<file path="config.mk">
export PLATFORM = sky130hd
export DESIGN_NAME = reg_file_flat
export DESIGN_NICKNAME = d
export VERILOG_FILES = /design/src/rtl/reg_file_if.sv /design/src/rtl/reg_file.sv /design/src/flat_wrapper.sv
export SDC_FILE = /design/constraint.sdc
export NUM_CORES = 2
export LEC_CHECK = 0
export CAP_MARGIN = 20
export CORE_MARGIN = 2
export CORE_UTILIZATION = 30
export CTS_BUF_LIST = sky130_fd_sc_hd__clkbuf_8
export DETAILED_ROUTE_END_ITERATION = 8
export PLACE_DENSITY = 0.51
export SYNTH_ARGS = -nofsm -noshare
export SYNTH_HDL_FRONTEND = slang
export SYNTH_SLANG_ARGS = --single-unit
</file>
<file path="constraint.sdc">
create_clock -name clk -period 3.4 [get_ports clk]
set_clock_uncertainty 0.2 [all_clocks]
set_input_delay 0.85 -clock clk [delete_from_list [all_inputs] [get_ports clk]]
set_output_delay 0.85 -clock clk [all_outputs]
set_load 0.02 [all_outputs]
</file>
<file path="src/rtl/reg_file_if.sv">
// Register-file access bundle: two combinational read ports and one clocked write port.
interface reg_file_if #(
    parameter int WIDTH  = 32,
    parameter int ADDR_W = 5
);
    logic              we3;
    logic [ADDR_W-1:0] a1;
    logic [ADDR_W-1:0] a2;
    logic [ADDR_W-1:0] a3;
    logic [WIDTH-1:0]  wd3;
    logic [WIDTH-1:0]  rd1;
    logic [WIDTH-1:0]  rd2;

    modport master (output we3, a1, a2, a3, wd3, input rd1, rd2);
    modport slave  (input we3, a1, a2, a3, wd3, output rd1, rd2);
endinterface

</file>
<file path="src/rtl/reg_file.sv">
// RV32I integer register file: two async reads, one sync write, x0 reads as zero.
// Define REGFILE_BYPASS_EN to forward wd3 to a read port addressing the register being written.
module reg_file #(
    parameter int WIDTH  = 32,
    parameter int DEPTH  = 32,
    parameter int ADDR_W = 5
) (
    input  logic        clk,
    input  logic        rst_n,
    reg_file_if.slave   bus
);
    logic [WIDTH-1:0] mem_q [DEPTH];
    logic [WIDTH-1:0] mem_d [DEPTH];
    logic [WIDTH-1:0] rd1_c;
    logic [WIDTH-1:0] rd2_c;
    logic             wr_hit;

    assign wr_hit = bus.we3 && (bus.a3 != '0);

    // An unknown we3 falls through the if, so no entry is disturbed in simulation.
    always_comb begin
        mem_d = mem_q;
        if (wr_hit) begin
            mem_d[bus.a3] = bus.wd3;
        end
    end

    always_ff @(posedge clk or negedge rst_n) begin
        if (!rst_n) begin
            for (int i = 0; i < DEPTH; i++) begin
                mem_q[i] <= '0;
            end
        end else begin
            mem_q <= mem_d;
        end
    end

    always_comb begin
        rd1_c = (bus.a1 == '0) ? '0 : mem_q[bus.a1];
        rd2_c = (bus.a2 == '0) ? '0 : mem_q[bus.a2];
`ifdef REGFILE_BYPASS_EN
        if (rst_n && wr_hit && (bus.a1 == bus.a3)) begin
            rd1_c = bus.wd3;
        end
        if (rst_n && wr_hit && (bus.a2 == bus.a3)) begin
            rd2_c = bus.wd3;
        end
`endif
    end

    assign bus.rd1 = rd1_c;
    assign bus.rd2 = rd2_c;
endmodule
</file>
<file path="src/flat_wrapper.sv">
// flat-port wrapper written by rule: the top's interface ports become plain ports
module reg_file_flat 
#(
    parameter int WIDTH  = 32,
    parameter int DEPTH  = 32,
    parameter int ADDR_W = 5
)
  (clk, rst_n, bus_we3, bus_a1, bus_a2, bus_a3, bus_wd3, bus_rd1, bus_rd2);
  reg_file_if #(.WIDTH(WIDTH), .ADDR_W(ADDR_W)) bus_i ();
  input  logic clk;
  input  logic rst_n;
  input wire logic [$bits(bus_i.we3)-1:0] bus_we3;
  input wire logic [$bits(bus_i.a1)-1:0] bus_a1;
  input wire logic [$bits(bus_i.a2)-1:0] bus_a2;
  input wire logic [$bits(bus_i.a3)-1:0] bus_a3;
  input wire logic [$bits(bus_i.wd3)-1:0] bus_wd3;
  output wire logic [$bits(bus_i.rd1)-1:0] bus_rd1;
  output wire logic [$bits(bus_i.rd2)-1:0] bus_rd2;
  assign bus_i.we3 = bus_we3;
  assign bus_i.a1 = bus_a1;
  assign bus_i.a2 = bus_a2;
  assign bus_i.a3 = bus_a3;
  assign bus_i.wd3 = bus_wd3;
  assign bus_rd1 = bus_i.rd1;
  assign bus_rd2 = bus_i.rd2;
  reg_file #(.WIDTH(WIDTH), .DEPTH(DEPTH), .ADDR_W(ADDR_W)) u_core (.clk(clk), .rst_n(rst_n), .bus(bus_i));
endmodule
</file>
Yosys cells after proc, flatten, opt, wreduce, memory -nomap -nowiden
Index checks and enable logic that the tools add are counted.
{"block": "totals", "input_bits": 50, "ff_bits": 1024}
{"block": "op_classes", "reduce_logical": 5, "n_lt_le_gt_ge": 4, "mux": 11, "n_bitwise": 3}
{"operator": "bitwise mux 1024 bit", "n": 1}
{"operator": "binary-select mux 32 bit (select 5 bit)", "n": 2}
{"operator": "2-to-1 mux 32 bit", "n": 7}
{"operator": "demux 32 bit (select 5 bit)", "n": 1}
{"operator": "greater-or-equal comparator 6 bit, second input constant", "n": 3}
{"operator": "NOT 5 -> 6 bit", "n": 3}
{"operator": "logical NOT 5 bit", "n": 2}
{"operator": "less-than comparator 6 x 1 -> 1 bit, second input constant", "n": 1}
{"operator": "nonzero test 5 bit", "n": 1}
{"operator": "logical AND 1 bit", "n": 2}

Depth between registers and ports, before layout
{"block": "depth", "depth_word": 6, "ltp_mapped": 7, "depth_no_buf": 4}

Worst setup path before layout
No wires, ideal clock.
{"block": "synth_path", "path_kind": "in2out", "from": "input port bus_a2[2]", "to": "output port bus_rd2[11]", "path_buffers": 3, "arrival_ns": 2.425, "path_slack_ns": -0.075, "required_ns": 2.350, "path_stages": 7, "cell_sequence": "buf_4 buf_6 buf_4 mux2i_1 a221oi_1 o21ai_0 a311oi_1"}
{"block": "synth_between", "elab_chain_cells": 5, "elab_cells_between_ends": 6}
{"item": "start: declaration", "line": "flat_wrapper.sv:14", "rtl": "input wire logic [$bits(bus_i.a2)-1:0] bus_a2;"}
{"item": "NOT 5 -> 6 bit (implied by the code)", "line": "reg_file.sv:40", "rtl": "rd2_c = (bus.a2 == '0) ? '0 : mem_q[bus.a2];"}
{"item": "binary-select mux 32 bit (select 5 bit)", "line": "reg_file.sv:40"}
{"item": "2-to-1 mux 32 bit (implied by the code) (2 in series)", "line": "reg_file.sv:40"}
{"item": "2-to-1 mux 32 bit *", "line": "reg_file.sv:40"}
{"item": "end: declaration", "line": "flat_wrapper.sv:18", "rtl": "output wire logic [$bits(bus_i.rd2)-1:0] bus_rd2;"}
Mark *: on every way between the ends. The rest lies on a longest branch, timed or not. The select of a mux whose other input is x is not followed.

Worst setup path in the final report
{"block": "layout_path", "from": "input port bus_a2[1]", "to": "output port bus_rd2[17]"}
The elaborated chain is that of the path after synthesis.

==> metrics.log <==
INFO  metric cts.root.buffer_cell = sky130_fd_sc_hd__clkbuf_8
INFO  metric crit_slowest_cell = sky130_fd_sc_hd__mux4_2
INFO  metric clock-sinks = just over 1000
INFO  metric post-route-drc-count = 0
INFO  metric synth-seq-cells = slightly above 1000
INFO  metric antenna_found_initial = 6
INFO  metric hpwl = 130 mm
INFO  metric worstMarginPinSlew = between 800 and 900 ps
INFO  metric synth_fp_nets = 3663
INFO  metric netlist-cell-type-count = 40
INFO  metric crit_path_end_kind = primary output
INFO  metric drt_first_pass_iters = 5
INFO  metric min_hold_slack = ~200 ps
INFO  metric finalWorstPathRequiredPeriod = 3900 ps
INFO  metric post_drt_via_cell_ratio = 5.54
INFO  metric final_cell_mix = sky130_fd_sc_hd__dfrtp_1 (1023), sky130_fd_sc_hd__mux2_2 (972), sky130_fd_sc_hd__buf_4 (455)
INFO  metric fraction_of_final_layout_cells_sized_beyond_drive_strength_1 = 64.9%
INFO  metric setup-violations-final = 64
INFO  metric final_core_util = between 30% and 40%
INFO  metric r2r_path_end = u_core.mem_q[902]
INFO  metric synth.area.top_cells = sky130_fd_sc_hd__dfrtp_1 (47%), sky130_fd_sc_hd__mux2_2 (21%), sky130_fd_sc_hd__mux4_2 (18%)
INFO  metric rows = 157
INFO  metric powerDensity = about 530 mW/mm^2
INFO  metric finish.net_count = approximately 4200
INFO  metric slew_headroom = about 40%
INFO  metric seq_area_frac_synth = between 40% and 50%
INFO  metric routability_congestion = between 0.8 and 0.9
INFO  metric unrepaired_setup_endpoints_after_global_routing = true
INFO  metric portBuffers = ~110
INFO  metric mostFrequentLayoutCell = sky130_fd_sc_hd__dfrtp_1
INFO  metric status = complete, but fails checks
INFO  metric cp_cell_sequence = buf_16, buf_12, buf_12, buf_16, buf_4, mux4_2, a22oi_1, a311oi_4, buf_6
INFO  metric first_iter_violations = 2645
INFO  metric wl_cell = about 31 um
INFO  metric hold_path_depth = 0
INFO  metric largest_register_ff_count = just over 1000
INFO  metric floorplan.die.width = 432 um
INFO  metric p_leak = just over 30 nW
INFO  metric critical_path_class = in2out
INFO  metric setup.reg_to_reg.worst_slack = around 2300 ps
INFO  metric reg_top3 = u_core.mem_q: 1024 flops
INFO  metric hold_path.startpoint = u_core.mem_q[993]
INFO  metric synth_edf_count = 0
INFO  metric worst-r2r-cell-count = 2
INFO  metric required = 2350 ps
INFO  metric route.vias.total = 37200
INFO  metric initial_utilization = roughly 30%
INFO  metric grt_start_max_net_pins = approximately 100
INFO  metric syn_area = 0.0550 sq mm
INFO  metric syn2layout_area_growth = 29.4%
INFO  metric layout_setup_ws = -500 ps
INFO  metric cts_tree = built
INFO  metric grt_first_pass_wirelength = roughly 300 mm
INFO  metric gr-usage-all-layers = 22.0%
INFO  metric detail_route.wirelength = 207 mm
INFO  metric ios = around 110
INFO  metric synth_top_cell_area_share = 46.6%
INFO  metric min-delay-path-class = reg2reg
INFO  metric clk_transition_reported_paths = approximately 60 ps
INFO  metric synth_ff_type = sky130_fd_sc_hd__dfrtp_1
INFO  metric worstPathArrival = ~2900 ps
INFO  metric yosys.area.top_type = sky130_fd_sc_hd__dfrtp_1
INFO  metric worst_ir_drop_vdd = around 0.42 mV
INFO  metric final_max_slew_viol_count = 0
INFO  metric critical_path.reg2reg.startpoint = u_core.mem_q[902]
INFO  metric die_h = approximately 430 um
INFO  metric numCtsBuffers = about 180
INFO  metric ctsHtreeMaxLevel = 4
INFO  metric clock_latency_late_sink = 940 ps
INFO  metric synth.avg_cell_area = ~15 sq um
INFO  metric maximum_buffer_depth_of_the_clock_tree = 3
INFO  metric min_to = u_core.mem_q[993]
INFO  metric ant_nets = 0
INFO  metric grt_overflow_total = 0
INFO  metric syn-instance-count = ~3600
INFO  metric first_global_vias = 39300
INFO  metric clock.fmax = between 0.2 and 0.3 GHz
INFO  metric yosysWarningCount = 0
INFO  metric final-hold-violation-count = 0
INFO  metric max-cap-violations = 0
INFO  metric failed_checks = setup timing
INFO  metric min_period_over_period = 115%
INFO  metric worst_setup_path_start_kind = primary input
INFO  metric synth_async_sr_flop_share = 100%
INFO  metric path_max_fanout = 8
INFO  metric die_area = about 0.19 sq mm
INFO  metric registers.top_by_ff_count = u_core.mem_q
INFO  metric cp_slowest_stage_delay = 500 ps
INFO  metric core_region_area = ~0.18 sq mm
## per-stage QoR
| stage | worst slack [ps] | power [mW] | instances | area, sq um | TNS, ps |
|---|---|---|---|---|---|
| after global routing | -518 | 39.3 | 6708 | 71200 | -24970 |
| final | -500 | 37.6 | 6709 | 71200 | -22180 |
| after floorplan | 107 | 21.4 | 3613 | 55400 | 0 |
| after global placement | -955 | 24.2 | 6187 | 62700 | -46680 |
| after detailed placement | -923 | 24.4 | 6187 | 62700 | -46640 |
| after CTS | -505 | 37.5 | 6625 | 69300 | -24800 |
## synth_stat cells (4+ instances only)
| cell type | n |
|---|---|
| sky130_fd_sc_hd__mux2_2 | 1009 |
| sky130_fd_sc_hd__nor2_1 | 14 |
| sky130_fd_sc_hd__buf_4 | 57 |
| sky130_fd_sc_hd__mux2_1 | 47 |
| sky130_fd_sc_hd__a311oi_1 | 64 |
| sky130_fd_sc_hd__buf_6 | 76 |
| sky130_fd_sc_hd__a221oi_1 | 48 |
| sky130_fd_sc_hd__nand2_1 | 48 |
| sky130_fd_sc_hd__nor2b_1 | 66 |
| sky130_fd_sc_hd__buf_2 | 111 |
| sky130_fd_sc_hd__clkbuf_1 | 176 |
| sky130_fd_sc_hd__nor3b_1 | 4 |
| sky130_fd_sc_hd__a22oi_1 | 64 |
| sky130_fd_sc_hd__dfrtp_1 | 1024 |
| sky130_fd_sc_hd__nor2_2 | 9 |
| sky130_fd_sc_hd__mux2i_1 | 128 |
| sky130_fd_sc_hd__o21ai_0 | 31 |
| sky130_fd_sc_hd__o2111ai_1 | 16 |
| sky130_fd_sc_hd__nand3b_1 | 4 |
| sky130_fd_sc_hd__a211oi_1 | 64 |
| sky130_fd_sc_hd__o21ai_1 | 81 |
| sky130_fd_sc_hd__mux4_2 | 448 |
## metal layers
metal / GRT usage (%) / share of wire [%]
met5: 0 / 0.0063
met4: 8.25 / 4.2
met3: 3.90 / 4.6
met2: 37.5 / 50
met1: 28.0 / 41
## final cells by class
cell class	count	area [sq um]
Multi-Input combinational cell	2162	29200
Antenna cell	5	12.5
Clock inverter	102	702
Fill cell	17100	111000
Timing Repair Buffer	797	9390
Clock buffer	232	3190
Inverter	2	15.0
Sequential cell	1024	25600
Tap cell	2385	2980
## cell families (layout without fill, tap and decap cells)
group                  count (synthesis)  in the layout  share of synthesized area (%)
other                                  0              5                              0
flip-flops                          1024           1024                           46.6
AND/OR/NAND/NOR                      162            162                           1.62
AO/OA/AOI/OAI                        368            368                           4.81
buffers and inverters                427           1133                           4.65
multiplexers                        1632           1632                           42.3
## worst max-delay path: cells and delay by family
kind / cells / cell delay, ps
AOI/OAI and AO/OA: 2 / 500
muxes: 1 / 500
buffers and inverters: 6 / 950
## repair_timing
item / 4_1_cts / 5_1_grt
cloned: 10 / 8
gates resized for setup: 445 / 221
endpoints found under the setup margin: 64 / 64
buffers inserted: 100 / 80
pin swaps: 65 / 67
endpoints found under the hold margin: 192 / 0
hold buffers: 1 / 0
## report_power, final
group          leakage [nW]  total, mW  internal, mW  switching, mW
Clock                  2.27       12.4          6.65           5.72
Sequential             13.1       16.3          14.5           1.75
Combinational          15.3       8.99          5.38           3.61
## worst max path at each step
stage	cells after the start	endpoint	from	slack [ps]
6_report	9	bus_rd2[17]	bus_a2[1]	-500
3_5_place_dp	9	bus_rd1[21]	bus_a1[2]	-920
4_1_cts	10	bus_rd2[14]	bus_a2[1]	-510
5_1_grt	10	bus_rd2[18]	bus_a2[1]	-520
3_3_place_gp	9	bus_rd1[21]	bus_a1[2]	-960
2_1_floorplan	6	bus_rd1[11]	bus_a1[2]	110
(Power assumes the default switching activity.)
